==> src/rtl/mux_arb_pkg.sv <==
// mux_arb_pkg: shared types, sizes and the round-robin pick function for mux_rr_arbiter
package mux_arb_pkg;
  localparam int DW = 4;
  localparam int N_REQ = 4;
  typedef logic [1:0] sel_t;
  typedef logic [DW-1:0] data_t;
  typedef enum logic {IDLE, FULL} state_t;
  function automatic sel_t rr_pick(input logic [N_REQ-1:0] elig, input sel_t ptr);
    sel_t w;
    sel_t idx;
    w = ptr;
    for (int i = N_REQ - 1; i >= 0; i--) begin
      idx = ptr + sel_t'(i);
      if (elig[idx]) w = idx;
    end
    return w;
  endfunction
endpackage

==> src/rtl/mux_rr_arbiter_mux.sv <==
// mux_rr_arbiter_mux: 4:1 data mux; a..d data in, sel picks one onto y
module mux_rr_arbiter_mux #(
  parameter int DW = 4
) (
  input  logic [DW-1:0] a,
  input  logic [DW-1:0] b,
  input  logic [DW-1:0] c,
  input  logic [DW-1:0] d,
  input  logic [1:0]    sel,
  output logic [DW-1:0] y
);
  assign y = sel[1] ? (sel[0] ? d : c) : (sel[0] ? b : a);
endmodule

==> src/rtl/mux_rr_arbiter.sv <==
// mux_rr_arbiter: round-robin arbiter over 4 valid/ready requesters (a..d) feeding a one-entry out_valid/out_ready/out_data/out_sel register
module mux_rr_arbiter
  import mux_arb_pkg::*;
#(
  parameter int DW = mux_arb_pkg::DW
) (
  input  logic          clk,
  input  logic          rst,
  input  logic [3:0]    req_en,
  input  logic [3:0]    req_valid,
  output logic [3:0]    req_ready,
  input  logic [DW-1:0] a,
  input  logic [DW-1:0] b,
  input  logic [DW-1:0] c,
  input  logic [DW-1:0] d,
  output logic          out_valid,
  input  logic          out_ready,
  output logic [DW-1:0] out_data,
  output logic [1:0]    out_sel
);
  state_t state, state_n;
  sel_t rr_ptr, win;
  logic [3:0] elig;
  logic acc;
  logic [DW-1:0] mux_y;
  mux_rr_arbiter_mux #(.DW(DW)) u_mux (
    .a(a), .b(b), .c(c), .d(d), .sel(win), .y(mux_y)
  );
  always_comb begin
    elig = req_valid & req_en;
    win = rr_pick(elig, rr_ptr);
    acc = !rst && (state == IDLE || out_ready) && |elig;
    req_ready = acc ? 4'b0001 << win : 4'b0000;
    state_n = acc ? FULL : (out_ready ? IDLE : state);
  end
  always_ff @(posedge clk) begin
    if (rst) begin
      state <= IDLE;
      rr_ptr <= '0;
      out_data <= '0;
      out_sel <= '0;
    end else begin
      state <= state_n;
      if (acc) begin
        out_data <= mux_y;
        out_sel <= win;
        rr_ptr <= win + sel_t'(1);
      end
    end
  end
  assign out_valid = state == FULL;
endmodule

==> config.mk <==
export PLATFORM = sky130hd
export DESIGN_NAME = mux_rr_arbiter
export DESIGN_NICKNAME = d
export VERILOG_FILES = /design/src/rtl/mux_arb_pkg.sv /design/src/rtl/mux_rr_arbiter_mux.sv /design/src/rtl/mux_rr_arbiter.sv
export SDC_FILE = /design/constraint.sdc
export NUM_CORES = 1
export LEC_CHECK = 0
export ABC_AREA = 1
export CAP_MARGIN = 0
export CORE_MARGIN = 3
export CORE_UTILIZATION = 40
export DETAILED_ROUTE_END_ITERATION = 12
export PLACE_DENSITY = 0.78
export SLEW_MARGIN = 20
export SYNTH_ARGS = -nofsm -noshare
export SYNTH_HDL_FRONTEND = slang
export SYNTH_SLANG_ARGS = --single-unit
==> constraint.sdc <==
create_clock -name clk -period 1.97 [get_ports clk]
set_input_delay 0.2955 -clock clk [delete_from_list [all_inputs] [get_ports clk]]
set_output_delay 0.2955 -clock clk [all_outputs]
set_load 0.05 [all_outputs]
* Word-level counts from Yosys, hierarchy flattened
Cells that the tools add are included.
** Word-level totals
- Logic and storage cells :: 39
- Register bits :: 9
- Output and inout port bits :: 11
- Bits of input ports :: 27
** Operators by class
- Reduce and logical (&&, ||, !) cells :: 6
- $lt $le $gt $ge :: 4
- Bitwise logic cells :: 2
- Multiplexer cells :: 18
- Add/sub/neg operators :: 4
- Shift operators :: 1
** Operators with widths (count)
- $mux W4 :: 4
- $lt A2 B3 Y1 const B :: 4
- $bmux W1 S2 :: 4
- $mux W2 :: 4
- $mux W1 :: 6
- $add A2 B1 Y2 const B :: 2
- $add A2 B2 Y2 const B :: 2
- $and A4 B4 Y4 :: 1
- $reduce_or A4 Y1 :: 1
- $shl A1 B2 Y4 const A :: 1
- $logic_and A1 B1 Y1 :: 2
- $reduce_bool A2 Y1 :: 1
- $logic_not A1 Y1 :: 1
- $logic_or A1 B1 Y1 :: 1
- $not A1 Y1 :: 1

* Longest topological paths before layout
Gate-level depths: netlist of run 1.
- Word-level depth :: 9
- Gate-level depth with buffers :: 18
- Gate-level depth less buffers :: 17

* Hierarchy
A second synthesis of run 1 with hierarchy kept.
** Second synthesis, totals
- Cell total of the unflattened synthesis :: 146
- Area, all modules :: 835.8 sq um
** By module, submodules not included
- mux_rr_arbiter :: cells an instance 99, times used 1, area each 639.4 sq um, seq. area each 180.2 sq um
- mux_rr_arbiter_mux :: cells an instance 47, times used 1, area each 196.4 sq um, seq. area each 0.0 sq um

* Least setup slack after synthesis of run 1
Ideal clock, no wire load.
- Kind :: reg-to-output
- Start :: register rr_ptr[0]
- End :: output req_ready[3]
- Data arrival time :: 2275 ps
- Stages on the path, launching flop included :: 10
- Path buffers :: 1
- Required time :: 1674 ps
- Setup slack :: -600 ps
- Cell sequence :: dfxtp_1 -> buf_6 -> o21ai_0 -> nand2_1 -> and2_4 -> nand2_4 -> nand3_4 -> nand2_8 -> inv_6 -> nor3_1
** Between the ends
- Cells in the longest elaborated chain, start to end :: 9
- Elaborated cells on any way between the ends :: 17
- Classes of those cells :: add/sub: 3; shift: 1; mux: 13
** RTL lines
- start: declaration :: line mux_rr_arbiter.sv:22 : sel_t rr_ptr, win;
- start signal: assignment :: line mux_rr_arbiter.sv:47 : rr_ptr <= win + sel_t'(1);
- $add A2 B2 Y2 :: line mux_arb_pkg.sv:13 : idx = ptr + sel_t'(i);
- $bmux W1 S2 :: line mux_arb_pkg.sv:14 : if (elig[idx]) w = idx;
- $mux W1 (not written as such) :: line mux_arb_pkg.sv:14
- $mux W2 (3 in a row) :: line mux_arb_pkg.sv:14
- $mux W2 (*) :: line mux_arb_pkg.sv:14
- $shl A1 B2 Y4 (*) :: line mux_rr_arbiter.sv:33 : req_ready = acc ? 4'b0001 << win : 4'b0000;
- $mux W4 (*) :: line mux_rr_arbiter.sv:33
- end: declaration :: line mux_rr_arbiter.sv:11 : output logic [3:0] req_ready,
Mark *: on every way between the ends. The rest lies on a longest branch, timed or not. The select of a mux whose other input is x is not followed.

* Final worst setup path of run 1
- Start :: register rr_ptr[0]
- End :: output req_ready[0]
The elaborated chain is that of the path after synthesis.

==> results of run 1 <==
-- tightest hold or removal path: cells and delay by family (launching register included) --
family | cells | cell delay (ns)
flops | 1 | 0.31
simple gates | 1 | 0.07
compound gates | 1 | 0.06
-- metal layers --
| metal | GRT usage (%) | routed length [um] | vias up |
|---|---|---|---|
| met1 | 22.7 | 1090 | 509 |
| met5 | 0 | 0 | - |
| met4 | 4.93 | 76 | 0 |
| met3 | 5.34 | 183 | 8 |
| li1 | - | - | 550 |
| met2 | 48.3 | 1680 | 48 |
-- per-stage QoR --
| step | TNS [ns] | area [sq um] | total power [W] |
|---|---|---|---|
| 2_1_floorplan | -0.0317 | 817 | 0.00151 |
| 3_3_place_gp | -1.86 | 1420 | 0.00226 |
| 3_5_place_dp | -2.70 | 1420 | 0.00231 |
| 4_1_cts | -0.721 | 1500 | 0.00257 |
| 5_1_grt | -1.74 | 1550 | 0.00288 |
| 6_report | -1.01 | 1550 | 0.00270 |
-- worst max-delay path by stage --
stage                     depth (start not counted)  slack [ns]      endpoint          from
after detailed placement                         13       -0.41  req_ready[0]  req_valid[1]
after global placement                           13       -0.31  req_ready[0]  req_valid[1]
after global routing                             14       -0.37  req_ready[0]     rr_ptr[0]
final                                            14       -0.28  req_ready[0]     rr_ptr[0]
after floorplan                                  10       -0.03  req_ready[3]     rr_ptr[0]
after CTS                                        14       -0.24  req_ready[0]     rr_ptr[0]
-- logic make-up (layout without fill, tap and decap cells) --
family	Yosys count	after routing	synth area share, %
AO/OA/AOI/OAI	7	7	4.70
buffers and inverters	23	92	13.8
flip-flops	9	9	22.6
XOR/XNOR	2	2	3.14
AND/OR/NAND/NOR	88	88	55.8
-- synth_stat cells, types with 2 or more instances --
cell / count / area share (%)
dfxtp_1: 9 / 23
nand2_1: 43 / 20
nand3_1: 25 / 16
nand4_1: 3 / 2.4
nor2_1: 6 / 2.8
inv_1: 17 / 8.0
nand3b_1: 2 / 1.9
o21ai_0: 3 / 1.9
nand2_4: 3 / 4.2
buf_6: 2 / 2.8
a21oi_1: 3 / 1.9
-- area by class of cell --
type / count / share of cell area, %
Timing Repair Buffer: 68 / 41.5
Sequential cell: 9 / 11.9
Inverter: 20 / 5.48
Tap cell: 25 / 2.01
Multi-Input combinational cell: 97 / 37.4
Clock buffer: 4 / 1.69
-- power by group through the flow --
stage	logic (W)	clock network (W)	registers [W]
finish	0.00223	0.000138	0.000340
global route	0.00238	0.000151	0.000352
CTS	0.00207	0.000142	0.000355
detailed placement	0.00200	0	0.000312
global placement	0.00195	0	0.000308
floorplan	0.00105	0	0.000463
-- flip-flops by register name, indices dropped and copies added, names as in the netlist --
register and count:
rr_ptr 2, out_data 4, out_valid 1, out_sel 2
-- what timing repair did --
action / CTS / global route
setup buffers: 4 / 4
hold buffers: 0 / 0
pin swaps: 14 / 7
resized for setup: 29 / 7
setup endpoints to repair: 4 / 8
==> impl_metrics.tcl, run 1 <==
set metrics [dict create \
    status "complete, but fails checks" \
    failed_checks "negative setup slack" \
    cp.required_ns 1.67 \
    synth_nets 156 \
    p_leak_nw 0.771 \
    tritoncts "done" \
    dieHeight_um 50.7 \
    path_cells "buf_8 > inv_6 > nand3_2 > nand2_2 > nand2_2 > and2_4 > nand2_4 > nand2_4 > nand2_4 > nand2_8 > nor2_4 > inv_2 > nor2_4 > buf_12" \
    crit_top_cell "nand2_4" \
    whs_ns 0.480 \
    power_frac_seq_pct 12.6 \
    clkSinkCount 9 \
    regArea_sq_um 185 \
    rrSetupSlack_ns 0.01 \
    die_w_um 50.7 \
    timing.final.crit_share_pct 114 \
    grt_pass1_vias 1106 \
    antennaDiodeCount 0 \
    clk_pin_slew_ns 0.06 \
    hp-start "out_data[1]" \
    drv_slew 0 \
    port_buffers 37 \
    initial_core_util_pct 44.3 \
    die-area_sq_mm 0.00257 \
    synth_edf_count 0 \
    fin_nets 226 \
    ys_types 24 \
    switching_share_pct 50.5 \
    viasPerCell 5.00 \
    finalHoldViolCount 0 \
    grt_max_degree 11 \
    final_cell_mix "nand2_1 (36), buf_4 (29), clkdlybuf4s50_1 (25)" \
    worstHoldEndpoint "out_data[1]" \
    dpl.hpwl_mm 2.17 \
    comb_power_share_pct 82.3 \
    hold_depth 2 \
    power_density_mw_per_mm2 1740 \
    final_common_cell "nand2_1" \
    crit_family "simple AND/OR/NAND/NOR gates" \
    power_switching_w 0.00136 \
    drive_gt1_share_pct 36.4 \
    p_int_w 0.00134 \
    drt_iter0_drc 23 \
    r2r_cells 18 \
    synth-seq-cells 9 \
    reg2reg_to "out_data[3]" \
    endpoint_kind "output pin" \
    fin_crit_ns 2.25 \
    grt_pass1_wl_mm 4.62 \
    setup_viol 4 \
    ios 38 \
    rows 15 \
    overflow 0 \
    relSlewSlack_pct 65.5 \
    synth_ff_type "dfxtp_1" \
    ys_seq_area_share_pct 22.6 \
    core_sq_mm 0.00180 \
    timing.final.ws_setup_ns -0.285 \
    critPathBufInv 4 \
    area_growth_pct 94.7 \
    syn_inst 129 \
    clock_power_share_pct 5.1 \
    antenna_found_initial 0 \
    numCtsBuffers 3 \
    grt_setup_unrepaired "yes" \
    critPathArrivalTime_ns 1.96 \
    timing.rr.start "rr_ptr[0]" \
    routed_wirelength_mm 3.03 \
    clock_path_buffers 2 \
    ys_warn_count 0 \
    pre_cts_ws_ns -0.405 \
    worst_pin_slew_ns 0.515 \
    vias 1115 \
    root_buffer "clkbuf_4" \
    insertion_delay_ns 0.26 \
    crit_fanout 5 \
    post-place-cells 212 \
    skew_ns 0.00586 \
    crit_type "reg -> out" \
    syn_area_per_cell_sq_um 6.19 \
    async_flop_share_pct 0 \
    place_congestion 0.878 \
    slowest_stage "dfxtp_4" \
    drv_cap 0 \
    start_kind "flop" \
    drcViolationCount 0 \
    final_util_pct 86.3 \
    fmax_ghz 0.444 \
    ir_drop_v 0.00103 \
    worst_path_largest_cell_delay_ns 0.37 \
    multi_input_area_sq_um 582 \
    hp-class "reg -> reg" \
    first_pass_iters 4 \
    fin_cells 223 \
    grt_usage_pct 23.3 \
    wire_per_inst_um 13.6 \
    syn-cell-area_sq_um 798 \
    htreeDepth 1 \
    n_fill_cell 104 \
    detail-route-antenna-nets 0 \
]
No activity file was read; power rests on OpenSTA's default activity.
==> inputs of run 2 (changes only) <==
--- a/config.mk
+++ b/config.mk
@@ -10,7 +10,7 @@
 export CORE_MARGIN = 3
 export CORE_UTILIZATION = 40
 export DETAILED_ROUTE_END_ITERATION = 12
-export PLACE_DENSITY = 0.78
+export PLACE_DENSITY = 0.77
 export SLEW_MARGIN = 20
 export SYNTH_ARGS = -nofsm -noshare
 export SYNTH_HDL_FRONTEND = slang
==> run 2 against run 1 <==
Compared with the run above:
- the flow still finishes with violations (negative setup slack)
- core utilization rose by 0.42 points
- sequential power rose by 2%
- cell count did not move
- clock skew fell by 0.0053 ns
- clock-buffer cell count did not move
- global-route usage rose by 1.5 points
- first-iteration DRC count rose by 22%
- non-clock buffer count did not move
- combinational power rose by 2%
- worst hold slack got worse by 0.0024 ns
- via count rose by 2.0%
==> impl_metrics.tcl, run 2 (same netlist as run 1, synthesis figures left out) <==
set metrics [dict create \
    detail-route-antenna-nets 0 \
    tritoncts "done" \
    clkSinkCount 9 \
    power_frac_seq_pct 12.5 \
    rows 15 \
    critPathArrivalTime_ns 1.91 \
    multi_input_area_sq_um 599 \
    finalHoldViolCount 0 \
    timing.final.ws_setup_ns -0.232 \
    viasPerCell 5.10 \
    power_density_mw_per_mm2 1770 \
    clock_power_share_pct 5.1 \
    grt_pass1_wl_mm 4.87 \
    placed_area_sq_mm 0.00142 \
    p_int_w 0.00133 \
    relSlewSlack_pct 65.2 \
    power_switching_w 0.00142 \
    worst_path_largest_cell_delay_ns 0.45 \
    slowest_stage "dfxtp_2" \
    regMostFlops "out_data" \
    ios 38 \
    reg_top3 "out_data x4, out_sel x2, rr_ptr x2" \
    skew_ns 0.000579 \
    p_leak_nw 0.771 \
    crit_family "simple AND/OR/NAND/NOR gates" \
    die_w_um 50.7 \
    initial_core_util_pct 44.3 \
    crit_cells 11 \
    antenna_found_initial 0 \
    fin_crit_ns 2.20 \
    pre_cts_ws_ns -0.348 \
    drv_slew 0 \
    area_growth_pct 95.6 \
    final.setup.tns_ns -0.770 \
    final_common_cell "nand2_1" \
    reg2reg_to "rr_ptr[1]" \
    failed_checks "negative setup slack" \
    crit_type "reg -> out" \
    final_cell_mix "nand2_1 (32), buf_4 (30), clkdlybuf4s50_1 (25)" \
    setup_viol 4 \
    clock_path_buffers 2 \
    antennaDiodeCount 0 \
    die-area_sq_mm 0.00257 \
    path_cells "xor2_2 > nand2_2 > and2_4 > nand2_4 > nand2_4 > nand2_4 > nand2_8 > nor2_4 > inv_2 > nor2_4 > buf_12" \
    place_congestion 0.864 \
    grt_setup_unrepaired "yes" \
    drv_cap 0 \
    cp.required_ns 1.67 \
    comb_power_share_pct 82.3 \
    drive_gt1_share_pct 37.4 \
    root_buffer "clkbuf_4" \
    first_pass_iters 4 \
    dpl.hpwl_mm 2.07 \
    total_power_w 0.00276 \
    final_util_pct 86.7 \
    drt_iter0_drc 28 \
    dieHeight_um 50.7 \
    overflow 0 \
    ir_drop_v 0.00130 \
    switching_share_pct 51.6 \
    fin_nets 226 \
    timing.final.crit_share_pct 112 \
    grt_usage_pct 24.8 \
    numCtsBuffers 3 \
    endpoint_kind "output pin" \
    crit_top_cell "nand2_4" \
    largest_reg_flops 4 \
    vias 1137 \
    crit_fanout 6 \
    r2r_cells 14 \
    rrSetupSlack_ns 0.08 \
    wire_per_inst_um 13.8 \
    core_sq_mm 0.00180 \
    drcViolationCount 0 \
    htreeDepth 1 \
    cts-hold-fix-buffers 0 \
    routed_wirelength_mm 3.09 \
    regArea_sq_um 185 \
    port_buffers 37 \
    n_fill_cell 102 \
    status "complete, but fails checks" \
    worst_pin_slew_ns 0.521 \
    timing.rr.start "rr_ptr[1]" \
    endpoint "req_ready[0]" \
    insertion_delay_ns 0.26 \
    crit_start "rr_ptr[1]" \
    clk_pin_slew_ns 0.06 \
    design_area_sq_mm 0.00156 \
    hp-class "reg -> reg" \
    start_kind "flop" \
    grt_pass1_vias 1176 \
    critPathBufInv 2 \
    fmax_ghz 0.454 \
    grt_max_degree 11 \
]
==> run 2: cell count changes in the layout (fill, tap and decap cells not counted) <==
cell / previous run / this run
nor2_2: 1 / 0
a21oi_2: 1 / 0
nand2_1: 36 / 32
xnor2_4: 0 / 1
a21oi_1: 2 / 3
inv_6: 2 / 1
nor2_4: 2 / 3
buf_4: 29 / 30
nand2_2: 8 / 12
nand3_2: 4 / 3
buf_8: 1 / 0
xnor2_2: 1 / 0
inv_4: 0 / 1
nand3_1: 21 / 22
==> run 2: how the worst min path moves through the flow <==
stage	slack, ns	end	depth (start not counted)	startpoint
after floorplan	0.36	out_data[1]	1	rst
after global placement	0.45	out_data[2]	2	out_data[2]
after detailed placement	0.45	out_data[2]	2	out_data[2]
after CTS	0.48	out_sel[1]	2	out_sel[1]
after global routing	0.50	out_data[1]	2	out_data[1]
final	0.48	out_sel[1]	2	out_sel[1]
==> run 2: power groups by stage <==
stage                     sequential (W)  clock [W]  combinational (W)
after floorplan                 0.000463          0            0.00105
after global placement          0.000309          0            0.00195
after detailed placement        0.000309          0            0.00199
after CTS                       0.000360   0.000144            0.00210
after global routing            0.000355   0.000160            0.00245
final                           0.000346   0.000141            0.00227
==> run 2: repair_timing <==
item | in CTS | in global routing
pin swaps | 16 | 12
setup endpoints to repair | 4 | 8
hold endpoints to repair | 0 | 0
setup buffers | 5 | 5
gates resized for setup | 27 | 10
==> run 2: cell type report <==
type                            instances  area share [%]
Clock buffer                            4            1.68
Inverter                               20            5.29
Multi-Input combinational cell         97            38.4
Sequential cell                         9            11.9
Tap cell                               25            2.00
Timing Repair Buffer                   68            40.8
==> run 2: stage by stage <==
stage / hold slack (ns) / instances
CTS: 0.477 / 220
detailed placement: 0.451 / 212
floorplan: 0.365 / 129
global placement: 0.451 / 212
global route: 0.505 / 223
finish: 0.477 / 223
==> run 2: routing by layer <==
layer | GRT usage, % | vias to the layer above | wire, um
li1 | - | 549 | -
met1 | 25.0 | 520 | 1120
met2 | 48.9 | 60 | 1730
met3 | 5.34 | 8 | 162
met4 | 8.52 | 0 | 74
met5 | 0 | - | 0
==> run 2: worst register-to-register path: cells and delay by family, from the launching register on <==
kind	cells	cell delay (ns)
AND/OR/NAND/NOR	9	0.84
flip-flops	1	0.45
buffers and inverters	4	0.35
XOR/XNOR	1	0.21
